### config.mk
export PLATFORM = sky130hd
export DESIGN_NAME = iosf_cfg_bridge
export DESIGN_NICKNAME = d
export VERILOG_FILES = /design/src/rtl/rtlgen_pkg_v5.sv /design/src/rtl/iosf_cfg_bridge_decode.sv /design/src/rtl/iosf_cfg_bridge.sv
export SDC_FILE = /design/constraint.sdc
export NUM_CORES = 1
export LEC_CHECK = 0
export BUFFER_PORTS_ARGS = -buffer_cell sky130_fd_sc_hd__buf_2
export CAP_MARGIN = 20
export CORE_ASPECT_RATIO = 2
export CORE_UTILIZATION = 34
export CTS_CLUSTER_DIAMETER = 40
export CTS_CLUSTER_SIZE = 24
export DETAILED_ROUTE_END_ITERATION = 6
export SKIP_LAST_GASP = 1
export SLEW_MARGIN = 20
export SYNTH_ARGS = -nofsm -noshare
export SYNTH_HDL_FRONTEND = slang
export SYNTH_HIERARCHICAL = 1
export SYNTH_SLANG_ARGS = --single-unit
### constraint.sdc
create_clock -name clk -period 3.9 [get_ports clk]
set_clock_uncertainty 0.15 [all_clocks]
set_input_delay 0.195 -clock clk [delete_from_list [all_inputs] [get_ports clk]]
set_output_delay 0.195 -clock clk [all_outputs]
set_load 0.05 [all_outputs]
### src/rtl/rtlgen_pkg_v5.sv
// Shared types for the IOSF primary -> register-file config path.
// Header layout, opcodes, request/ack bundles and the header parity helper.
package rtlgen_pkg_v5;

  typedef enum logic [6:0] {
    IOSF_MRD32   = 7'h00,
    IOSF_IORD    = 7'h02,
    IOSF_CFGRD0  = 7'h04,
    IOSF_CFGRD1  = 7'h05,
    IOSF_CPL     = 7'h0A,
    IOSF_MRD64   = 7'h20,
    IOSF_MSG     = 7'h30,
    IOSF_MWR32   = 7'h40,
    IOSF_IOWR    = 7'h42,
    IOSF_CFGWR0  = 7'h44,
    IOSF_CFGWR1  = 7'h45,
    IOSF_LTMWR32 = 7'h47,
    IOSF_CPLD    = 7'h4A,
    IOSF_MWR64   = 7'h60,
    IOSF_LTMWR64 = 7'h67
  } cfg_iosf_opcode_t;

  typedef enum logic [2:0] {
    MRD   = 3'd0,
    MWR   = 3'd1,
    IORD  = 3'd2,
    IOWR  = 3'd3,
    CFGRD = 3'd4,
    CFGWR = 3'd5
  } cfg_opcode_t;

  typedef enum logic [2:0] {
    SC = 3'b000,
    UR = 3'b001
  } cfg_cpl_status_t;

  typedef struct packed {
    cfg_iosf_opcode_t opcode;
    logic [7:0]       tag;
    logic [15:0]      rqid;
    logic [9:0]       length;
    logic [3:0]       fbe;
    logic [3:0]       lbe;
    logic [63:0]      address;
  } cfg_iosf_cmd_t;

  typedef struct packed {
    logic [47:0] offset;
  } cfg_mem_addr_t;

  typedef struct packed {
    logic [31:0] pad;
    logic [15:0] offset;
  } cfg_io_addr_t;

  typedef struct packed {
    logic [35:0] pad;
    logic [11:0] offset;
  } cfg_cfg_addr_t;

  typedef union packed {
    cfg_mem_addr_t mem;
    cfg_io_addr_t  io;
    cfg_cfg_addr_t cfg;
  } cfg_addr_t;

  typedef struct packed {
    logic        valid;
    cfg_opcode_t opcode;
    cfg_addr_t   addr;
    logic [3:0]  be;
    logic [31:0] data;
    logic [7:0]  sai;
    logic [7:0]  fid;
    logic [2:0]  bar;
  } cfg_req_32bit_t;

  typedef struct packed {
    logic        read_valid;
    logic        read_miss;
    logic        write_valid;
    logic        write_miss;
    logic        sai_successfull;
    logic [31:0] data;
  } cfg_ack_32bit_t;

  // Even parity: the parity bit makes the header plus parity bit even.
  function automatic logic CmdParity(input cfg_iosf_cmd_t cmd);
    return ^cmd;
  endfunction

endpackage

### src/rtl/iosf_cfg_bridge_decode.sv
// IOSF header classifier: support check, posted class and config-side
// opcode/address translation.
module iosf_cfg_decode
  import rtlgen_pkg_v5::*;
(
  input  cfg_iosf_cmd_t cmd,
  output logic          supported,
  output logic          posted,
  output logic          is_read,
  output cfg_opcode_t   cfg_opcode,
  output cfg_addr_t     cfg_addr
);
  logic len_ok;
  logic unused;

  assign len_ok = cmd.length == 10'd1;
  assign unused = ^{cmd.tag, cmd.rqid, cmd.fbe, cmd.lbe, cmd.address[63:48]};

  always_comb begin
    supported  = 1'b0;
    is_read    = 1'b0;
    cfg_opcode = MRD;
    cfg_addr   = '0;
    posted     = cmd.opcode inside {IOSF_MWR32, IOSF_MWR64,
                                    IOSF_LTMWR32, IOSF_LTMWR64};
    unique case (cmd.opcode)
      IOSF_MRD32, IOSF_MRD64: begin
        supported           = len_ok;
        is_read             = 1'b1;
        cfg_opcode          = MRD;
        cfg_addr.mem.offset = cmd.address[47:0];
      end
      IOSF_MWR32, IOSF_MWR64: begin
        supported           = len_ok;
        cfg_opcode          = MWR;
        cfg_addr.mem.offset = cmd.address[47:0];
      end
      IOSF_IORD, IOSF_IOWR: begin
        supported          = len_ok;
        is_read            = cmd.opcode == IOSF_IORD;
        cfg_opcode         = (cmd.opcode == IOSF_IORD) ? IORD : IOWR;
        cfg_addr.io.offset = cmd.address[15:0];
      end
      IOSF_CFGRD0, IOSF_CFGWR0: begin
        supported           = len_ok;
        is_read             = cmd.opcode == IOSF_CFGRD0;
        cfg_opcode          = (cmd.opcode == IOSF_CFGRD0) ? CFGRD : CFGWR;
        cfg_addr.cfg.offset = cmd.address[11:0];
      end
      default: supported = 1'b0;
    endcase
  end
endmodule

### src/rtl/iosf_cfg_bridge.sv
// Single-outstanding IOSF primary to config-target bridge with parity
// check, ack timeout and completion return for non-posted requests.
module iosf_cfg_bridge
  import rtlgen_pkg_v5::*;
#(
  parameter int TIMEOUT_CYC  = 256,
  parameter int CNT_W        = 9,
  parameter bit CHECK_PARITY = 1'b1
) (
  input  logic           clk,
  input  logic           rst_n,
  input  logic           iosf_cmd_valid,
  output logic           iosf_cmd_ready,
  input  cfg_iosf_cmd_t  iosf_cmd,
  input  logic           iosf_cmd_parity,
  input  logic [31:0]    iosf_wdata,
  input  logic [7:0]     iosf_sai,
  input  logic [2:0]     iosf_bar,
  output cfg_req_32bit_t cfg_req,
  input  cfg_ack_32bit_t cfg_ack,
  output logic           cpl_valid,
  input  logic           cpl_ready,
  output logic [6:0]     cpl_opcode,
  output logic [2:0]     cpl_status,
  output logic [15:0]    cpl_rqid,
  output logic [7:0]     cpl_tag,
  output logic [31:0]    cpl_data,
  output logic           parity_err,
  output logic           unsup_err,
  output logic           timeout_err
);
  typedef enum logic [1:0] {ST_IDLE, ST_ISSUE, ST_WAIT, ST_CPL} state_t;

  state_t          state, state_n;
  logic            supported, posted, is_read;
  cfg_opcode_t     dec_op;
  cfg_addr_t       dec_addr;
  logic            accept, perr, ack, expire, go_cpl, tmo;
  logic            posted_q, is_read_q;
  logic [15:0]     rqid_q, rqid_n;
  logic [7:0]      tag_q, tag_n;
  logic [CNT_W-1:0] cnt;
  cfg_req_32bit_t  req_n;
  logic [6:0]      op_n;
  cfg_cpl_status_t st_n;
  logic [31:0]     data_n;

  iosf_cfg_decode u_dec (
    .cmd        (iosf_cmd),
    .supported  (supported),
    .posted     (posted),
    .is_read    (is_read),
    .cfg_opcode (dec_op),
    .cfg_addr   (dec_addr)
  );

  assign accept = iosf_cmd_valid && iosf_cmd_ready;
  assign perr   = CHECK_PARITY && (CmdParity(iosf_cmd) != iosf_cmd_parity);
  assign ack    = cfg_ack.read_valid | cfg_ack.read_miss |
                  cfg_ack.write_valid | cfg_ack.write_miss;
  // Fires on the last WAIT cycle so the pulse lands TIMEOUT_CYC after valid.
  assign expire = cnt == CNT_W'(TIMEOUT_CYC - 1);

  always_comb begin
    req_n       = '0;
    req_n.valid = 1'b1;
    req_n.opcode = dec_op;
    req_n.addr  = dec_addr;
    req_n.be    = iosf_cmd.fbe;
    req_n.data  = is_read ? 32'h0 : iosf_wdata;
    req_n.sai   = iosf_sai;
    req_n.fid   = iosf_cmd.rqid[7:0];
    req_n.bar   = iosf_bar;
  end

  always_comb begin
    state_n = state;
    go_cpl  = 1'b0;
    tmo     = 1'b0;
    op_n    = IOSF_CPL;
    st_n    = UR;
    data_n  = '0;
    rqid_n  = rqid_q;
    tag_n   = tag_q;
    unique case (state)
      ST_IDLE: begin
        if (accept && !perr) begin
          if (supported) begin
            state_n = ST_ISSUE;
          end else if (!posted) begin
            state_n = ST_CPL;
            go_cpl  = 1'b1;
            rqid_n  = iosf_cmd.rqid;
            tag_n   = iosf_cmd.tag;
          end
        end
      end
      ST_ISSUE: state_n = ST_WAIT;
      ST_WAIT: begin
        if (ack || expire) begin
          state_n = posted_q ? ST_IDLE : ST_CPL;
          go_cpl  = !posted_q;
          tmo     = !ack;
        end
        if (ack && cfg_ack.sai_successfull) begin
          if (is_read_q && cfg_ack.read_valid) begin
            op_n   = IOSF_CPLD;
            st_n   = SC;
            data_n = cfg_ack.data;
          end else if (!is_read_q && cfg_ack.write_valid) begin
            st_n = SC;
          end
        end
      end
      ST_CPL: if (cpl_ready) state_n = ST_IDLE;
      default: state_n = ST_IDLE;
    endcase
  end

  always_ff @(posedge clk or negedge rst_n) begin
    if (!rst_n) state <= ST_IDLE;
    else        state <= state_n;
  end

  always_ff @(posedge clk or negedge rst_n) begin
    if (!rst_n) begin
      iosf_cmd_ready <= 1'b0;
      cfg_req        <= '0;
      posted_q       <= 1'b0;
      is_read_q      <= 1'b0;
      rqid_q         <= '0;
      tag_q          <= '0;
      cnt            <= '0;
      cpl_valid      <= 1'b0;
      cpl_opcode     <= '0;
      cpl_status     <= '0;
      cpl_rqid       <= '0;
      cpl_tag        <= '0;
      cpl_data       <= '0;
      parity_err     <= 1'b0;
      unsup_err      <= 1'b0;
      timeout_err    <= 1'b0;
    end else begin
      iosf_cmd_ready <= state_n == ST_IDLE;
      parity_err     <= accept && perr;
      unsup_err      <= accept && !perr && !supported && posted;
      timeout_err    <= tmo;
      cfg_req.valid  <= 1'b0;
      cnt <= (state == ST_ISSUE || state == ST_WAIT) ? cnt + CNT_W'(1) : '0;
      if (accept && !perr && supported) begin
        cfg_req   <= req_n;
        posted_q  <= posted;
        is_read_q <= is_read;
        rqid_q    <= iosf_cmd.rqid;
        tag_q     <= iosf_cmd.tag;
      end
      if (go_cpl) begin
        cpl_valid  <= 1'b1;
        cpl_opcode <= op_n;
        cpl_status <= st_n;
        cpl_rqid   <= rqid_n;
        cpl_tag    <= tag_n;
        cpl_data   <= data_n;
      end else if (state == ST_CPL && cpl_ready) begin
        cpl_valid <= 1'b0;
      end
    end
  end
endmodule

==> results.cfg, run 1 <==
[outcome]
status = complete, no violations

[floorplan]
die_height_um = 246
core_um2 = 29400
die_w_um = 124
dieArea_um2 = 30500
rows = 89
initial_utilization = 0.344
io_pins = 376

[timing]
finalHoldViolCount = 0
relSlewSlack = 0.524
worst_pin_slew_ns = 0.704
rsz0062_at_grt = no
max_freq_ghz = 0.284
setup_violations = 0
drv_slew = 0
fin_crit_sh = 0.901
setup_tns_ns = 0
period_minus_slack_ns = 3.52

[critical_path]
critPathTopFamily = XOR/XNOR gates
r2r_setup_slack_ns = 1.11
worstPathRequired_ns = 4.09
cp-end-kind = flop
path_cells = dlygate4sd3_1 > buf_2 > xor2_1 > xnor3_1 > xnor2_1 > buf_4 > xnor3_1 > xnor3_1 > xnor3_1 > and3_4 > buf_12 > mux2_2
cpMostUsedCell = xnor3_1
path_buf_inv = 4
cp_data_arrival_time_ns = 3.70
cp_max_fo = 45
slowest_stage = dlygate4sd3_1
r2r-start = cnt[0]$_DFF_PN0_
criticalPathCategory = input pin to flop
cpPeakStageDelay_ns = 0.54
start_kind = input pin
reg2reg_to = cpl_data[8]$_DFFE_PN0P_
r2r_cells = 10

[grt]
grt.total_usage = 0.186
grt.overflow.total = 0
antenna_found_initial = 0
grt_max_degree = 88
grt_pass1_wl_mm = 43.0
grt_pass1_vias = 8265

[clock_network]
clk_path_buf_depth = 2
cts_resized = 0
cts.sinks = 200
root_buffer = clkbuf_16
clk_latency_ns = 0.44
worst_setup_hold_path_clk_slew_ns = 0.07
cts_tree = yes
htree_levels = 4
numCtsBuffers = 17

[power_and_ir_drop]
comb_power_share = 0.400
intPower_uw = 4420
ir_drop_v = 0.000298
static-leakage-power_uw = 0.00757
swShare = 0.355
power_switching_uw = 2430
pwr_density_cell_nw_per_um2 = 474
clkPwrFrac = 0.262
p_seq_frac = 0.338

[layout]
post-route-util = 0.492
layout-drive-gt1-share = 0.469
antenna_cells = 0
nets = 1519
layout_common_cells = 368 x buf_2, 200 x dfrtp_1, 157 x dlygate4sd3_1
final_common_cell = buf_2
syn2layout_area_growth_pct = 43.1

[synthesis]
yosys-top-cells-area = dfrtp_1 50%, mux2_2 16%, xnor2_1 8.1%
postSynthAreaPerCell_um2 = 12.7
synth_top_area_cell = dfrtp_1
synth_cell_type_count = 43
synthCells = 799
dominantRegCellSynth = dfrtp_1
yosys_warnings = 6
ys_seq_elements = 200
ys_seq_area_frac = 0.495
async_flop_share = 1.00
synth-edff-count = 0
yosys.area.top_type_share = 0.495
synth_area_um2 = 10100

[min_path]
whs_path_depth = 5
hold_start = iosf_cmd[112]
hold_path_class = input pin to flop
worstHoldEndpoint = unsup_err$_DFF_PN0_

[drt]
vias = 7668
drtPass1Iterations = 4
drt_iter0_drc = 190
antenna_left = 0
vias_per_cell = 4.53
drc_errors = 0
wl_per_cell_um = 16.4
routed_wl_mm = 27.8

[place]
hpwl_mm = 19.9
gp_congestion = 0.795
io_buffers = 369

[run]
maxCapViolCount = 0
## tightest hold or removal path, delay by kind of cell
kind            cells  cell delay, ns
simple gates        3            0.22
buf+inv             1            0.13
compound gates      1            0.09
## cell usage after synthesis, types with 6 or more instances
library cell  instances
nand3_1               6
and2_1               29
nor2b_1              36
and2_2               25
nor2_1                7
clkbuf_1             10
inv_1                39
xor2_1               14
xnor2_1              93
mux2_2              145
buf_6                 8
nand2_1              45
mux2i_1              32
mux2_4               30
buf_2                12
buf_4                18
dfrtp_1             200
ha_1                  6
## repair_timing
item,CTS,global route
setup buffers,0,0
hold buffers,157,0
endpoints found under the hold margin,250,0
## power groups by stage
| stage | combinational [µW] | clock, µW | sequential (µW) |
|---|---|---|---|
| after floorplan | 1360 | 0 | 2800 |
| after global placement | 2620 | 0 | 2350 |
| after detailed placement | 2650 | 0 | 2360 |
| after CTS | 2790 | 1860 | 2320 |
| after global routing | 2920 | 1930 | 2340 |
| final | 2740 | 1800 | 2320 |
## cell families (layout without fill, tap and decap cells)
group,Yosys count,count (layout),synth area share
muxes,207,207,0.238
DFF,200,200,0.495
and+or+nand+nor,169,169,0.0975
xor gates and xnor gates,112,112,0.104
buffers and inverters,88,611,0.0469
AOI/OAI and AO/OA,15,15,0.0100
adders and majority gates,7,7,0.00854
other,1,6,0.000371
## routing by layer
layer  vias to the layer above  GRT usage  wire length, µm  share of wire
li1                       3657          -                -              -
met1                      3734      0.190            10300           0.37
met2                       220      0.352            15400           0.55
met3                        57     0.0373             1190          0.043
met4                         0     0.0854              892          0.032
met5                         -          0                0              0
## metrics by stage
| stage | hold slack (ns) | instance area (µm²) | cells | total power, µW | worst slack, ns |
|---|---|---|---|---|---|
| finish | 0.0779 | 14500 | 1691 | 6860 | 0.384 |
| global route | 0.0661 | 14500 | 1691 | 7190 | 0.148 |
| CTS | 0.0493 | 14500 | 1691 | 6970 | 0.314 |
| detailed placement | 0.0930 | 12300 | 1503 | 5010 | 0.363 |
| global placement | 0.0987 | 12300 | 1503 | 4970 | 0.482 |
| floorplan | -0.251 | 10100 | 804 | 4150 | 0.940 |
## cell type report
cell class	instances	area (µm²)
Inverter	39	146
Clock buffer	19	433
Multi-Input combinational cell	516	4670
Fill cell	2680	14900
Clock inverter	12	143
Timing Repair Buffer	541	3610
Tap cell	364	455
Sequential cell	200	5000
## state kept, by name (all words and copies together) (netlist names), 2 cells and up
register,flops
cfg_req,106
cpl_data,32
cpl_rqid,16
cnt,9
rqid_q,9
cpl_tag,8
tag_q,8
cpl_opcode,2
state,2
## worst max-delay path by stage
stage | cells after the start | endpoint | start
2_1_floorplan | 11 | cfg_req[0]$_DFFE_PN0P_ | iosf_cmd[71]
3_3_place_gp | 11 | cpl_data[18]$_DFFE_PN0P_ | iosf_cmd[96]
3_5_place_dp | 11 | cpl_data[22]$_DFFE_PN0P_ | iosf_cmd[96]
4_1_cts | 12 | cpl_data[8]$_DFFE_PN0P_ | iosf_cmd[96]
5_1_grt | 12 | cpl_data[8]$_DFFE_PN0P_ | iosf_cmd[97]
6_report | 12 | cfg_req[38]$_DFFE_PN0P_ | iosf_cmd[69]
Note: power is estimated with default switching activity, not from simulation.
==> run 2: changes to the inputs <==
MAX_ROUTING_LAYER = met4   (was default)
SYNTH_HIERARCHICAL = default   (was 1)
clock period = 2.8 ns   (was 3.9 ns; I/O delays follow)
==> results.cfg, run 2 <==
[grt]
antenna_found_initial = 2
grt_pass1_vias = 8983
grt.overflow.total = 0
grt_pass1_wl_mm = 47.4
grt_max_degree = 74
grt.total_usage = 0.221

[critical_path]
criticalPathCategory = input pin to flop
worstPathRequired_ns = 2.99
crit_start = iosf_cmd[27]
start_kind = input pin
cp_data_arrival_time_ns = 2.98
cp-end-kind = flop
cp_max_fo = 8
r2r-start = cnt[0]$_DFF_PN0_

[timing]
fin_crit_sh = 0.997
period_minus_slack_ns = 2.79
holdWs_ns = -0.000602
worst_pin_slew_ns = 0.639
max_freq_ghz = 0.358
setup_ws_ns = 0.00817
setup_violations = 0
setup_tns_ns = 0
rsz0062_at_grt = yes
drv_slew = 0
finalHoldViolCount = 1
relSlewSlack = 0.572

[synthesis]
postSynthAreaPerCell_um2 = 11.2
synth_cell_type_count = 49
yosys.area.top_type_share = 0.523
synth_most_common_cell = dfrtp_1
yosys_warnings = 0
yosys-top-cells-area = dfrtp_1 52%, xnor2_1 8.0%, o21ai_0 5.8%
synth_top_area_cell = dfrtp_1
synth_common_cells = 200 x dfrtp_1, 111 x o21ai_0, 87 x xnor2_1
async_flop_share = 1.00
dominantRegCellSynth = dfrtp_1
synth-edff-count = 0
ys_seq_elements = 200
ys_seq_area_frac = 0.523
synthCells = 857
synth_area_um2 = 9580

[layout]
post-route-util = 0.547
layout-drive-gt1-share = 0.401
max_flop_register = cfg_req
nets = 1638
largest_reg_flops = 106
final_common_cell = buf_2
largest_registers = cfg_req: 106 flops, cpl_data: 32 flops, cpl_rqid: 16 flops
layout_common_cells = 358 x buf_2, 200 x dfrtp_1, 155 x dlygate4sd3_1
syn2layout_area_growth_pct = 57.9

[place]
pre_cts_slack_ns = -0.500
io_buffers = 369
gp_congestion = 0.851
hpwl_mm = 21.2

[drt]
drt_iter0_drc = 442
drtPass1Iterations = 5
wl_per_cell_um = 18.4
vias_per_cell = 4.89
antenna_left = 0
vias = 8752
routed_wl_mm = 33.0
drc_errors = 0

[floorplan]
io_pins = 376
dieArea_um2 = 28900
die_height_um = 239
core_um2 = 27700
initial_utilization = 0.346
die_w_um = 121
rows = 86

[clock_network]
worst_setup_hold_path_clk_slew_ns = 0.08
cts_tree = yes
root_buffer = clkbuf_16
numCtsBuffers = 17
cts.sinks = 200
htree_levels = 4
clk_latency_ns = 0.46
clk_path_buf_depth = 2

[power_and_ir_drop]
p_total_uw = 13700
ir_drop_v = 0.00217
pwr_density_cell_nw_per_um2 = 904
static-leakage-power_uw = 0.00778

[min_path]
hold_start = iosf_cmd[30]
hold_path_class = input pin to flop

[outcome]
status = finished, violations left
failed_checks = negative hold slack

[run]
maxCapViolCount = 0
==> run 2: cell types whose count changed after synthesis, moves of 24 or more <==
cell      before  now
a22o_1         0   32
and2_2        25    0
clkbuf_1      10   35
mux2_2       145   46
nand2_1       45   81
nor2b_1       36    7
nor3_1         2   26
o211ai_1       1   32
o21ai_0        4  111
==> run 2: critical path: stages <==
cell and delay [ns]:
buf_2 0.12, xnor2_2 0.13, buf_4 0.15, xnor2_2 0.17, xnor2_1 0.15, xnor3_1 0.40, xnor3_2 0.43, xnor3_2 0.48
buf_12 0.16, nand2_8 0.13, buf_16 0.17, mux2_2 0.35
==> run 2: worst paths after layout <==
| kind | end | slack (ns) | depth (start not counted) |
|---|---|---|---|
| worst max-delay path | cfg_req[64]$_DFFE_PN0P_ | 0.008 | 12 |
| worst min-delay path | cfg_req[85]$_DFFE_PN0P_ | -0.0006 | 3 |
| worst max register to register | iosf_cmd_ready$_DFF_PN0_ | 0.50 | 8 |
| worst min register to register | cnt[0]$_DFF_PN0_ | 0.32 | 1 |
| max in group asynchronous | cpl_rqid[0]$_DFFE_PN0P_ | 1.56 | 3 |
| min in group asynchronous | cpl_data[10]$_DFFE_PN0P_ | 0.12 | 2 |
==> run 2: repair_timing <==
item / CTS / global route
endpoints found under the hold margin: 252 / 1
hold buffers: 158 / 1
setup endpoints to repair: 4 / 174
buffers inserted: 0 / 5
gates cloned: 0 / 14
pin swaps: 0 / 39
resized for setup: 1 / 70
==> run 2: cells by family (layout without fill, tap and decap cells) <==
group / Yosys count / in the layout / share of synthesized area
other: 1 / 8 / 0.000392
XOR/XNOR: 105 / 105 / 0.106
adder cells (fa/ha/maj): 18 / 18 / 0.0235
buffers and inverters: 90 / 662 / 0.0461
AND/OR/NAND/NOR: 151 / 152 / 0.0733
multiplexers: 79 / 79 / 0.0933
AO/OA/AOI/OAI: 213 / 213 / 0.135
flip-flops: 200 / 200 / 0.523
==> run 2: per-layer routing <==
metal | vias up | wire [µm] | GRT usage
met5 | - | 0 | -
met4 | 0 | 1390 | 0.116
met3 | 76 | 1530 | 0.0364
met2 | 329 | 17800 | 0.382
met1 | 4248 | 12300 | 0.241
li1 | 4099 | - | -
==> run 2: layout make-up <==
type | count | area, µm²
fillers | 2393 | 12500
flip-flops and latches | 200 | 5000
repair buffers | 609 | 4520
multi-input cells | 573 | 4420
well taps | 352 | 440
clock buffers | 17 | 425
clock inverters | 15 | 198
inverters | 20 | 87.6
repair inverters | 1 | 8.76
diodes | 2 | 5.00
==> run 2: report_power, final <==
group | internal, µW | total, µW | leakage (µW) | switching (µW)
clock | 1370 | 2630 | 0.000302 | 1260
combinational | 2780 | 7890 | 0.00472 | 5110
sequential | 3060 | 3150 | 0.00276 | 94.1
total | 7210 | 13700 | 0.00778 | 6460
==> run 2: through the flow <==
step / hold slack (ns) / instances / instance area (µm²)
6_report: -0.000602 / 1789 / 15100
5_1_grt: 0.0241 / 1789 / 15100
4_1_cts: 0.0732 / 1771 / 14400
3_5_place_dp: 0.0668 / 1581 / 12200
3_3_place_gp: 0.0582 / 1581 / 12200
2_1_floorplan: -0.306 / 862 / 9600
